<file path="src/rtl/hazard_scheduler_if.sv">
// Decoder/scheduler handshake: ID-stage hazard fields in, stall/flush/forward controls out.
interface hazard_scheduler_if #(
    parameter int unsigned CNT_W = 16
);
    logic             id_valid;
    logic [4:0]       id_ra;
    logic [4:0]       id_rb;
    logic             id_use_ra;
    logic             id_use_rb;
    logic             id_wr_en;
    logic [4:0]       id_wr_reg;
    logic             id_load;
    logic             id_halt;
    logic             ex_br_taken;
    logic             stall;
    logic             bubble;
    logic             flush;
    logic [1:0]       fwd_a;
    logic [1:0]       fwd_b;
    logic             halted;
    logic [CNT_W-1:0] stall_cnt;
    logic [CNT_W-1:0] flush_cnt;

    modport master (
        output id_valid, id_ra, id_rb, id_use_ra, id_use_rb, id_wr_en, id_wr_reg,
               id_load, id_halt, ex_br_taken,
        input  stall, bubble, flush, fwd_a, fwd_b, halted, stall_cnt, flush_cnt
    );

    modport slave (
        input  id_valid, id_ra, id_rb, id_use_ra, id_use_rb, id_wr_en, id_wr_reg,
               id_load, id_halt, ex_br_taken,
        output stall, bubble, flush, fwd_a, fwd_b, halted, stall_cnt, flush_cnt
    );
endinterface

</file>
<file path="src/rtl/hazard_scheduler.sv">
// Five-stage MIPS hazard scheduler: EX/MEM/WB destination scoreboard, load-use stall,
// branch flush, registered forwarding selects and syscall halt/drain.
module hazard_scheduler #(
    parameter int unsigned CNT_W = 16
) (
    input  logic           clk,
    input  logic           rst_n,
    hazard_scheduler_if.slave bus
);

    typedef enum logic [1:0] {StRun, StDrain, StHalted} state_e;

    typedef struct packed {
        logic       v;
        logic       wr;
        logic [4:0] rg;
        logic       ld;
    } entry_t;

    localparam logic [CNT_W-1:0] CntOne = CNT_W'(1);

    state_e     state_q, state_d;
    entry_t     ex_q, mem_q, wb_q, ex_d;
    logic [1:0] fwd_a_q, fwd_b_q, fwd_a_d, fwd_b_d;
    logic       halted_q;
    logic [CNT_W-1:0] stall_cnt_q, flush_cnt_q;

    logic ex_hit_a, ex_hit_b, mem_hit_a, mem_hit_b;
    logic load_use, advance, issue;
    logic stall, bubble, flush;

    function automatic logic hit(entry_t e, logic [4:0] src, logic rd);
        return e.v & e.wr & (e.rg != 5'd0) & (e.rg == src) & rd;
    endfunction

    function automatic logic [1:0] fwd_sel(logic ex_hit, logic ex_ld, logic mem_hit);
        if (ex_hit && !ex_ld) begin
            return 2'b01;
        end else if (mem_hit) begin
            return 2'b10;
        end
        return 2'b00;
    endfunction

    always_comb begin
        ex_hit_a  = hit(ex_q,  bus.id_ra, bus.id_use_ra);
        ex_hit_b  = hit(ex_q,  bus.id_rb, bus.id_use_rb);
        mem_hit_a = hit(mem_q, bus.id_ra, bus.id_use_ra);
        mem_hit_b = hit(mem_q, bus.id_rb, bus.id_use_rb);
        load_use  = (state_q == StRun) & ~bus.ex_br_taken & bus.id_valid & ex_q.ld
                  & (ex_hit_a | ex_hit_b);
    end

    // Output decode: flush wins over load-use; drain and halted hold the front end.
    always_comb begin
        stall  = 1'b0;
        bubble = 1'b0;
        flush  = 1'b0;
        case (state_q)
            StRun: begin
                if (bus.ex_br_taken) begin
                    flush  = 1'b1;
                    bubble = 1'b1;
                end else if (load_use) begin
                    stall  = 1'b1;
                    bubble = 1'b1;
                end
            end
            StDrain, StHalted: begin
                stall  = 1'b1;
                bubble = 1'b1;
            end
            default: ;
        endcase
    end

    always_comb begin
        advance = bus.id_valid & ~stall & ~flush & (state_q == StRun);
        // The halt instruction itself never enters EX.
        issue   = advance & ~bus.id_halt;
    end

    always_comb begin
        state_d = state_q;
        case (state_q)
            StRun:    if (advance && bus.id_halt) state_d = StDrain;
            StDrain:  if (!ex_q.v && !mem_q.v && !wb_q.v) state_d = StHalted;
            StHalted: state_d = StHalted;
            default:  state_d = StRun;
        endcase
    end

    always_comb begin
        ex_d    = '0;
        fwd_a_d = 2'b00;
        fwd_b_d = 2'b00;
        if (issue) begin
            ex_d    = '{v: 1'b1, wr: bus.id_wr_en, rg: bus.id_wr_reg, ld: bus.id_load};
            fwd_a_d = fwd_sel(ex_hit_a, ex_q.ld, mem_hit_a);
            fwd_b_d = fwd_sel(ex_hit_b, ex_q.ld, mem_hit_b);
        end
    end

    always_ff @(posedge clk or negedge rst_n) begin
        if (!rst_n) begin
            state_q  <= StRun;
            halted_q <= 1'b0;
        end else begin
            state_q  <= state_d;
            halted_q <= (state_d == StHalted);
        end
    end

    always_ff @(posedge clk or negedge rst_n) begin
        if (!rst_n) begin
            ex_q    <= '0;
            mem_q   <= '0;
            wb_q    <= '0;
            fwd_a_q <= 2'b00;
            fwd_b_q <= 2'b00;
        end else begin
            ex_q    <= ex_d;
            mem_q   <= ex_q;
            wb_q    <= mem_q;
            fwd_a_q <= fwd_a_d;
            fwd_b_q <= fwd_b_d;
        end
    end

    always_ff @(posedge clk or negedge rst_n) begin
        if (!rst_n) begin
            stall_cnt_q <= '0;
            flush_cnt_q <= '0;
        end else begin
            if (load_use && (stall_cnt_q != '1)) stall_cnt_q <= stall_cnt_q + CntOne;
            if (flush && (flush_cnt_q != '1))    flush_cnt_q <= flush_cnt_q + CntOne;
        end
    end

    assign bus.stall     = stall;
    assign bus.bubble    = bubble;
    assign bus.flush     = flush;
    assign bus.fwd_a     = fwd_a_q;
    assign bus.fwd_b     = fwd_b_q;
    assign bus.halted    = halted_q;
    assign bus.stall_cnt = stall_cnt_q;
    assign bus.flush_cnt = flush_cnt_q;

endmodule

</file>
<file path="src/flat_wrapper.sv">
// flat-port wrapper written by rule: the top's interface ports become plain ports
module hazard_scheduler_flat 
#(
    parameter int unsigned CNT_W = 16
)
  (clk, rst_n, bus_id_valid, bus_id_ra, bus_id_rb, bus_id_use_ra, bus_id_use_rb, bus_id_wr_en, bus_id_wr_reg, bus_id_load, bus_id_halt, bus_ex_br_taken, bus_stall, bus_bubble, bus_flush, bus_fwd_a, bus_fwd_b, bus_halted, bus_stall_cnt, bus_flush_cnt);
  hazard_scheduler_if #(.CNT_W(CNT_W)) bus_i ();
  input  logic clk;
  input  logic rst_n;
  input wire logic [$bits(bus_i.id_valid)-1:0] bus_id_valid;
  input wire logic [$bits(bus_i.id_ra)-1:0] bus_id_ra;
  input wire logic [$bits(bus_i.id_rb)-1:0] bus_id_rb;
  input wire logic [$bits(bus_i.id_use_ra)-1:0] bus_id_use_ra;
  input wire logic [$bits(bus_i.id_use_rb)-1:0] bus_id_use_rb;
  input wire logic [$bits(bus_i.id_wr_en)-1:0] bus_id_wr_en;
  input wire logic [$bits(bus_i.id_wr_reg)-1:0] bus_id_wr_reg;
  input wire logic [$bits(bus_i.id_load)-1:0] bus_id_load;
  input wire logic [$bits(bus_i.id_halt)-1:0] bus_id_halt;
  input wire logic [$bits(bus_i.ex_br_taken)-1:0] bus_ex_br_taken;
  output wire logic [$bits(bus_i.stall)-1:0] bus_stall;
  output wire logic [$bits(bus_i.bubble)-1:0] bus_bubble;
  output wire logic [$bits(bus_i.flush)-1:0] bus_flush;
  output wire logic [$bits(bus_i.fwd_a)-1:0] bus_fwd_a;
  output wire logic [$bits(bus_i.fwd_b)-1:0] bus_fwd_b;
  output wire logic [$bits(bus_i.halted)-1:0] bus_halted;
  output wire logic [$bits(bus_i.stall_cnt)-1:0] bus_stall_cnt;
  output wire logic [$bits(bus_i.flush_cnt)-1:0] bus_flush_cnt;
  assign bus_i.id_valid = bus_id_valid;
  assign bus_i.id_ra = bus_id_ra;
  assign bus_i.id_rb = bus_id_rb;
  assign bus_i.id_use_ra = bus_id_use_ra;
  assign bus_i.id_use_rb = bus_id_use_rb;
  assign bus_i.id_wr_en = bus_id_wr_en;
  assign bus_i.id_wr_reg = bus_id_wr_reg;
  assign bus_i.id_load = bus_id_load;
  assign bus_i.id_halt = bus_id_halt;
  assign bus_i.ex_br_taken = bus_ex_br_taken;
  assign bus_stall = bus_i.stall;
  assign bus_bubble = bus_i.bubble;
  assign bus_flush = bus_i.flush;
  assign bus_fwd_a = bus_i.fwd_a;
  assign bus_fwd_b = bus_i.fwd_b;
  assign bus_halted = bus_i.halted;
  assign bus_stall_cnt = bus_i.stall_cnt;
  assign bus_flush_cnt = bus_i.flush_cnt;
  hazard_scheduler #(.CNT_W(CNT_W)) u_core (.clk(clk), .rst_n(rst_n), .bus(bus_i));
endmodule
</file>
<file path="config.mk">
export PLATFORM = sky130hd
export DESIGN_NAME = hazard_scheduler_flat
export DESIGN_NICKNAME = d
export VERILOG_FILES = /design/src/rtl/hazard_scheduler_if.sv /design/src/rtl/hazard_scheduler.sv /design/src/flat_wrapper.sv
export SDC_FILE = /design/constraint.sdc
export NUM_CORES = 1
export LEC_CHECK = 0
export ABC_CLOCK_PERIOD_IN_PS = 3300
export CAP_MARGIN = 20
export CORE_ASPECT_RATIO = 0.5
export CORE_MARGIN = 3
export CORE_UTILIZATION = 49
export DETAILED_ROUTE_END_ITERATION = 8
export HOLD_SLACK_MARGIN = 0.15
export PLACE_DENSITY = 0.77
export SYNTH_ARGS = -nofsm -noshare
export SYNTH_HDL_FRONTEND = slang
export SYNTH_SLANG_ARGS = --single-unit
</file>
<file path="constraint.sdc">
create_clock -name clk -period 3.3 [get_ports clk]
set_input_delay 0.99 -clock clk [delete_from_list [all_inputs] [get_ports clk]]
set_output_delay 0.99 -clock clk [all_outputs]
set_load 0.01 [all_outputs]
</file>
Word level (Yosys, flattened, before mapping)
Cells that the tools add are included.
Widths: inputs -> output; s select.

word-level totals
  bits in registers = 55
  word-level logic and storage cells = 90

operators by class
  add/sub/neg operators = 2
  equality and inequality tests = 9
  multiplexer cells = 25
  bitwise gates (word level) = 25
  reductions and logical operators = 15

operator list
  operator               count
  $add 16x1->16 const B  2
  $ne 16x16->1 const B   2
  $and 1x1->1            20
  $eq 5x5->1             4
  $mux 2                 10
  $mux 1                 11
  $reduce_bool 5->1      2
  $mux 8                 1
  $logic_and 1x1->1      7
  $pmux 2 s3             1
  $eq 2x2->1 const B     2
  $logic_not 1->1        4
  $not 1->1              4
  $pmux 1 s2             2
  $eq 2x1->1 const B     1
  $logic_not 2->1        1
  $reduce_or 2->1        1
  $or 1x1->1             1

Logic depth before layout (Yosys ltp)
Gate-level depths: netlist (run 1).

  depth in word-level cells = 17
  gate-level depth with buffers = 9

Worst setup path after synthesis (run 1)
No wires, ideal clock.

  kind = input -> output
  start = in bus_id_rb[3]
  end = out bus_bubble
  arrival time = 2.338 ns
  required time = 2.310 ns
  slack = -0.028 ns
  stages = 7
  path buffers = 1
  cells stage by stage = xor2_1 nor4_1 and3_1 or2_2 clkbuf_1 a31oi_1 a21oi_1

on the way
  longest elaborated chain between the ends = 8

ends and longest elaborated chain
  what                      RTL line                RTL
  start: declaration        flat_wrapper.sv:12      input wire logic [$bits(bus_i.id_rb)-1:0] bus_id_rb;
  $eq 5x5->1                hazard_scheduler.sv:33  return e.v & e.wr & (e.rg != 5'd0) & (e.rg == src) & rd;
  $and 1x1->1 (2 in a row)  hazard_scheduler.sv:33
  $or 1x1->1                hazard_scheduler.sv:51  & (ex_hit_a | ex_hit_b);
  $and 1x1->1               hazard_scheduler.sv:51
  $mux 1                    hazard_scheduler.sv:64  end else if (load_use) begin
  $mux 1                    hazard_scheduler.sv:61  if (bus.ex_br_taken) begin
  $pmux 1 s2                hazard_scheduler.sv:59  case (state_q)
  end: declaration          flat_wrapper.sv:21      output wire logic [$bits(bus_i.bubble)-1:0] bus_bubble;

No other way between the ends.

Worst setup path after layout (run 1)
  start = in bus_id_rb[1]
  end = out bus_bubble

The elaborated chain is that of the path after synthesis.

==> results of run 1 <==
[critical path, cell delays in order]
cell and delay (ns):
buf_6 0.09, xor2_1 0.13, nor4_1 0.34, and3_1 0.25
or2_4 0.15, a31oi_4 0.09, a21oi_2 0.14, buf_2 0.14
[stage by stage]
stage	setup WS [ns]	hold WS, ns	power (mW)	cells	TNS [ns]
after floorplan	0.08455	0.3542	0.8540	246	0
after global placement	-0.6554	0.3658	1.004	395	-1.264
after detailed placement	-0.6949	0.3842	1.013	395	-1.359
after CTS	0.0004914	0.4038	1.362	406	0
after global routing	-0.08141	0.4148	1.434	408	-0.1272
final	-0.01475	0.4002	1.353	408	-0.01475
[logic make-up after synthesis]
family          after synthesis
buf+inv                      13
compound gates               24
fa+ha+maj                     6
flops                        55
mux                           3
xor+xnor                     45
simple gates                100
[sequential cells by signal, indices dropped and copies added (netlist names)]
register	cells
u_core.bus.fwd_b	2
u_core.bus.flush_cnt	16
u_core.bus.fwd_a	2
u_core.ex_q	8
u_core.bus.stall_cnt	16
u_core.wb_q	1
u_core.state_q	2
u_core.bus.halted	1
u_core.mem_q	7
[routing by layer]
layer	up-vias	part of all wire (%)	global-route usage [%]
met5	-	0	0
met3	5	5.2	4.227
met2	59	51	34.69
met1	1041	43	24.73
li1	1031	-	-
met4	0	0.83	6.572
[worst paths after layout]
| kind | cells after the start | from | to |
|---|---|---|---|
| max in group asynchronous | 2 | rst_n | u_core.bus.stall_cnt[6] |
| hold reg to reg | 0 | u_core.ex_q[6] | u_core.mem_q[6] |
| hold / removal | 0 | u_core.ex_q[6] | u_core.mem_q[6] |
| min in group asynchronous | 1 | rst_n | u_core.bus.flush_cnt[1] |
| setup reg to reg | 8 | u_core.ex_q[2] | u_core.ex_q[6] |
| setup / recovery | 8 | bus_id_rb[1] | bus_bubble |
[where the power goes]
part	switching [mW]	total [mW]	internal [mW]
clock	0.209	0.355	0.146
sequential	0.0356	0.741	0.705
combinational	0.117	0.257	0.141
[cell usage after synthesis (5+ instances only)]
cell	count	area, sq um
and3_1	7	43.79
nand4_1	14	87.58
inv_1	9	33.78
nor2_1	18	67.56
a21oi_1	5	25.02
ha_1	6	75.07
xor2_1	23	201.4
dfrtp_1	55	1376
nand2_1	17	63.81
xnor2_1	22	192.7
and2_1	11	68.82
o21ai_0	6	30.03
nand3_1	12	60.06
[final cells by class]
class	instances	area (sq um)
clock inverter	3	15.01
sequential	55	1376
timing repair buffer	87	765.7
multi-input combinational	178	1234
tap	70	87.58
fill	371	1459
inverter	10	38.79
clock buffer	5	68.82
[repair_timing]
item | 4_1_cts | 5_1_grt
hold buffers | 0 | 0
buffers inserted | 3 | 2
resized for setup | 34 | 13
endpoints found under the setup margin | 2 | 2
pin swaps | 7 | 6
==> impl_metrics.toml, run 1 <==
[outcome]
status = "finished, violations left"
violations = "negative setup slack"

[synth]
muxShareOfSynthArea_pct = 1.288
synthesis.area_sq_um = 2623
synth_edf_count = 0
ys_types = 35
yosys.area_share.simple_pct = 20.28
ys_ff_latch = 55
synth_nets = 276
yosysSeqAreaShare_pct = 52.48
synthAdderAreaFrac_pct = 2.863
ys.flop_type = "dfrtp_1"
synth_compound_area_share_pct = 6.155
synth-xor-area-share_pct = 15.03
syn_inst = 246
async_reset_ff_share_pct = 100.0
synth_top_family_by_area = "simple AND/OR/NAND/NOR gates"
yosysWarnings = 0
syn_avg_cell_area_sq_um = 10.66

[grt]
antenna_found_initial = 0
grt_pass1_vias = 2159
grt_start_max_net_pins = 32
grt_overflow_total = 0
grt_pass1_wl_mm = 9.749
track_usage_pct = 19.81

[floorplan]
die_x_um = 109.5
die-area_sq_um = 6319
core_area_sq_um = 5045
num_rows = 18
initial_core_util_pct = 51.98
io_pins = 64
die_h_um = 57.73

[sta]
setup_viol = 1
max_freq_ghz = 0.3017
tightest_slew_ns = 0.3986
hold_violations = 0
slew_headroom_pct = 73.42
worst_slack_ns = -0.01475
fin_crit_ns = 3.315
rsz0062_at_grt = "yes"
skew_ns = 0.004394
slew_violations = 0
fin_crit_sh_pct = 100.4

[detailed_routing]
routed_wl_mm = 5.770
wl_per_cell_um = 14.14
dr.pass1.iters = 4
dr.first_iter.drc_count = 112
drc_errors = 0
vias = 2136
vias_per_cell = 5.235
ant_nets = 0

[worst_setup_path]
crit_path_end_kind = "primary output"
cp_data_arrival_time_ns = 2.32
required_ns = 2.31
setup.worst_path.start_class = "input pin"
path_class = "input pin to primary output"
ff2ff_setup_slack_ns = 0.95
worstPathMaxFanout = 2

[placed_design]
port_buffers = 63
gp_congestion = 0.8960
placed_area_sq_um = 3467
dpl.hpwl_mm = 4.477

[cells_and_area]
final_common_cell = "dfrtp_1"
diodes = 0
nNetsFinal = 367
stdcell_area_sq_um = 3586
drive_gt1_share_pct = 16.27
final_util_pct = 71.08
areaGrowthSynthToFinish_pct = 36.74
mostFrequentLayoutCells = "55 x dfrtp_1, 50 x clkdlybuf4s50_1, 24 x buf_4"

[clock_network]
clock-sinks = 55
clkLatencyLatePin_ns = 0.30
cts_tree = "built"
clk_path_buf_depth = 2
path_clk_slew_ns = 0.09
numCtsBuffers = 5
htree_levels = 2
cts_root_buf = "clkbuf_8"

[power_and_ir_drop]
ir_drop_uv = 280.4
power_density_nw_per_um2 = 377.2
power_leakage_nw = 1.681

[hold_path]
hold_path.class = "register to register"

[job]
max-cap-violations = 0
Power figures use the tool's default switching activity.
==> run 2, diff against run 1 <==
- CAP_MARGIN: 20 -> default
- CORE_UTILIZATION: 49 -> 51
- CTS_BUF_LIST: default -> sky130_fd_sc_hd__clkbuf_4
- PLACE_DENSITY: 0.77 -> 0.8
==> run 2 against run 1 <==
  * Core utilization is 4.8 points higher
  * The flow now finishes without violations
  * Critical path type unchanged
  * Fmax is 1.9% higher
  * Worst setup slack better by 0.062 ns
  * Die area fell by 3.6%
==> impl_metrics.toml, run 2 (synthesized netlist as in run 1, its figures left out) <==
[clock_network]
clk_path_buf_depth = 2
clock-sinks = 55
cts_root_buf = "clkbuf_4"
htree_levels = 2
numCtsBuffers = 5
cts_tree = "built"
path_clk_slew_ns = 0.15
clkLatencyLatePin_ns = 0.38
hold_buffers = 0

[detailed_routing]
vias_per_cell = 5.236
dr.pass1.iters = 4
dr.first_iter.drc_count = 103
routed_wl_mm = 5.943
drc_errors = 0
vias = 2089
wl_per_cell_um = 14.89
ant_nets = 0

[floorplan]
die_h_um = 56.71
io_pins = 64
initial_core_util_pct = 56.30
num_rows = 17
die-area_sq_um = 6091
core_area_sq_um = 4658
die_x_um = 107.4

[placed_design]
port_buffers = 63
dpl.hpwl_mm = 4.704
placed_area_sq_um = 3447
dpl.cell_count = 389
gp_congestion = 0.8549

[cells_and_area]
drive_gt1_share_pct = 15.32
nNetsFinal = 362
areaGrowthSynthToFinish_pct = 34.73
instances_no_fill = 399
mostFrequentLayoutCells = "55 x dfrtp_1, 50 x clkdlybuf4s50_1, 22 x xnor2_1"
final_common_cell = "dfrtp_1"
fillers = 325
stdcell_area_sq_um = 3533
diodes = 0

[sta]
slew_violations = 0
fin_crit_ns = 3.253
fin_tns_setup_ns = 0
skew_ns = 0.01351
rsz0062_at_grt = "yes"
fin_crit_sh_pct = 98.57
max_freq_ghz = 0.3074
slew_headroom_pct = 55.02
tightest_slew_ns = 0.6748
hold_violations = 0
setup_viol = 0

[worst_setup_path]
required_ns = 2.31
path_class = "input pin to primary output"
crit_family = "simple AND/OR/NAND/NOR gates"
cp_slowest_cell = "nor4_2"
ff2ff_setup_slack_ns = 0.98
r2r-start = "u_core.ex_q[4]"
worstPathMaxFanout = 2
crit_path_start = "bus_id_rb[1]"
crit_path_end_kind = "primary output"
cp_data_arrival_time_ns = 2.26
max_stage_delay_ns = 0.30
setup.worst_path.start_class = "input pin"
critical_path_buf_inv_count = 2
crit_chain = "buf_4 -> xor2_1 -> nor4_2 -> and3_1 -> or2_4 -> a31oi_4 -> a21oi_2 -> buf_2"

[grt]
track_usage_pct = 20.70
grt_pass1_vias = 2104
grt_start_max_net_pins = 32
grt_overflow_total = 0
antenna_found_initial = 0
grt_pass1_wl_mm = 9.867

[outcome]
status = "finished clean"

[power_and_ir_drop]
power_density_nw_per_um2 = 364.1
ir_drop_uv = 310.8
power_leakage_nw = 1.636

[hold_path]
hold_path.class = "register to register"
worstHoldStart = "u_core.ex_q[6]"

[job]
max-cap-violations = 0
[run 2: through the flow]
step                      hold WS [ns]  utilization, %  power, mW  worst slack [ns]
after floorplan                 0.3542               -     0.8540           0.08455
after CTS                       0.3937           75.66      1.298          0.009895
after global placement          0.3637           74.00      1.001           -0.7594
after global routing            0.4022           75.85      1.356         -0.003436
after detailed placement        0.3696           74.00      1.015           -0.7958
final                           0.3856           75.85      1.287           0.04723
[run 2: final timing paths]
check,endpoint,cells after the start
setup / recovery,bus_bubble,8
hold / removal,u_core.mem_q[6],0
setup reg to reg,u_core.ex_q[6],8
hold reg to reg,u_core.mem_q[6],0
max in group asynchronous,u_core.ex_q[2],2
min in group asynchronous,u_core.bus.stall_cnt[14],1
[run 2: timing repair]
action	in CTS	in global routing
buffers inserted	2	0
cloned	0	0
endpoints found under the setup margin	2	2
pin swaps	7	7
gates resized for setup	46	10
[run 2: per-layer routing]
layer	routed length [um]	track usage, %	share of wire (%)	vias to the layer above
met3	252	5.396	4.2	4
met2	2990	35.29	50	43
met1	2663	26.55	45	1023
li1	-	-	-	1019
met5	0	0	0	-
met4	36	5.036	0.61	0
[run 2: worst reg2reg max path, stage by stage (launching register included)]
cell	delay, ns
dfrtp_1	0.49
xor2_2	0.21
nor4_2	0.31
and3_1	0.23
or2_4	0.14
buf_4	0.18
a311o_1	0.31
clkinv_2	0.16
and2_1	0.19
[run 2: cell type report]
class	instances	area (sq um)	share of cell area (%)
clock buffer	6	45.04	1.275
tap	66	82.58	2.337
multi-input combinational	178	1252	35.45
inverter	10	38.79	1.098
timing repair buffer	82	730.7	20.68
sequential	55	1376	38.95
clock inverter	2	7.507	0.2125
[run 2: where the power goes]
group	internal (mW)	switching, mW	total [mW]
clock	0.0877	0.201	0.288
sequential	0.706	0.0369	0.743
combinational	0.138	0.117	0.256
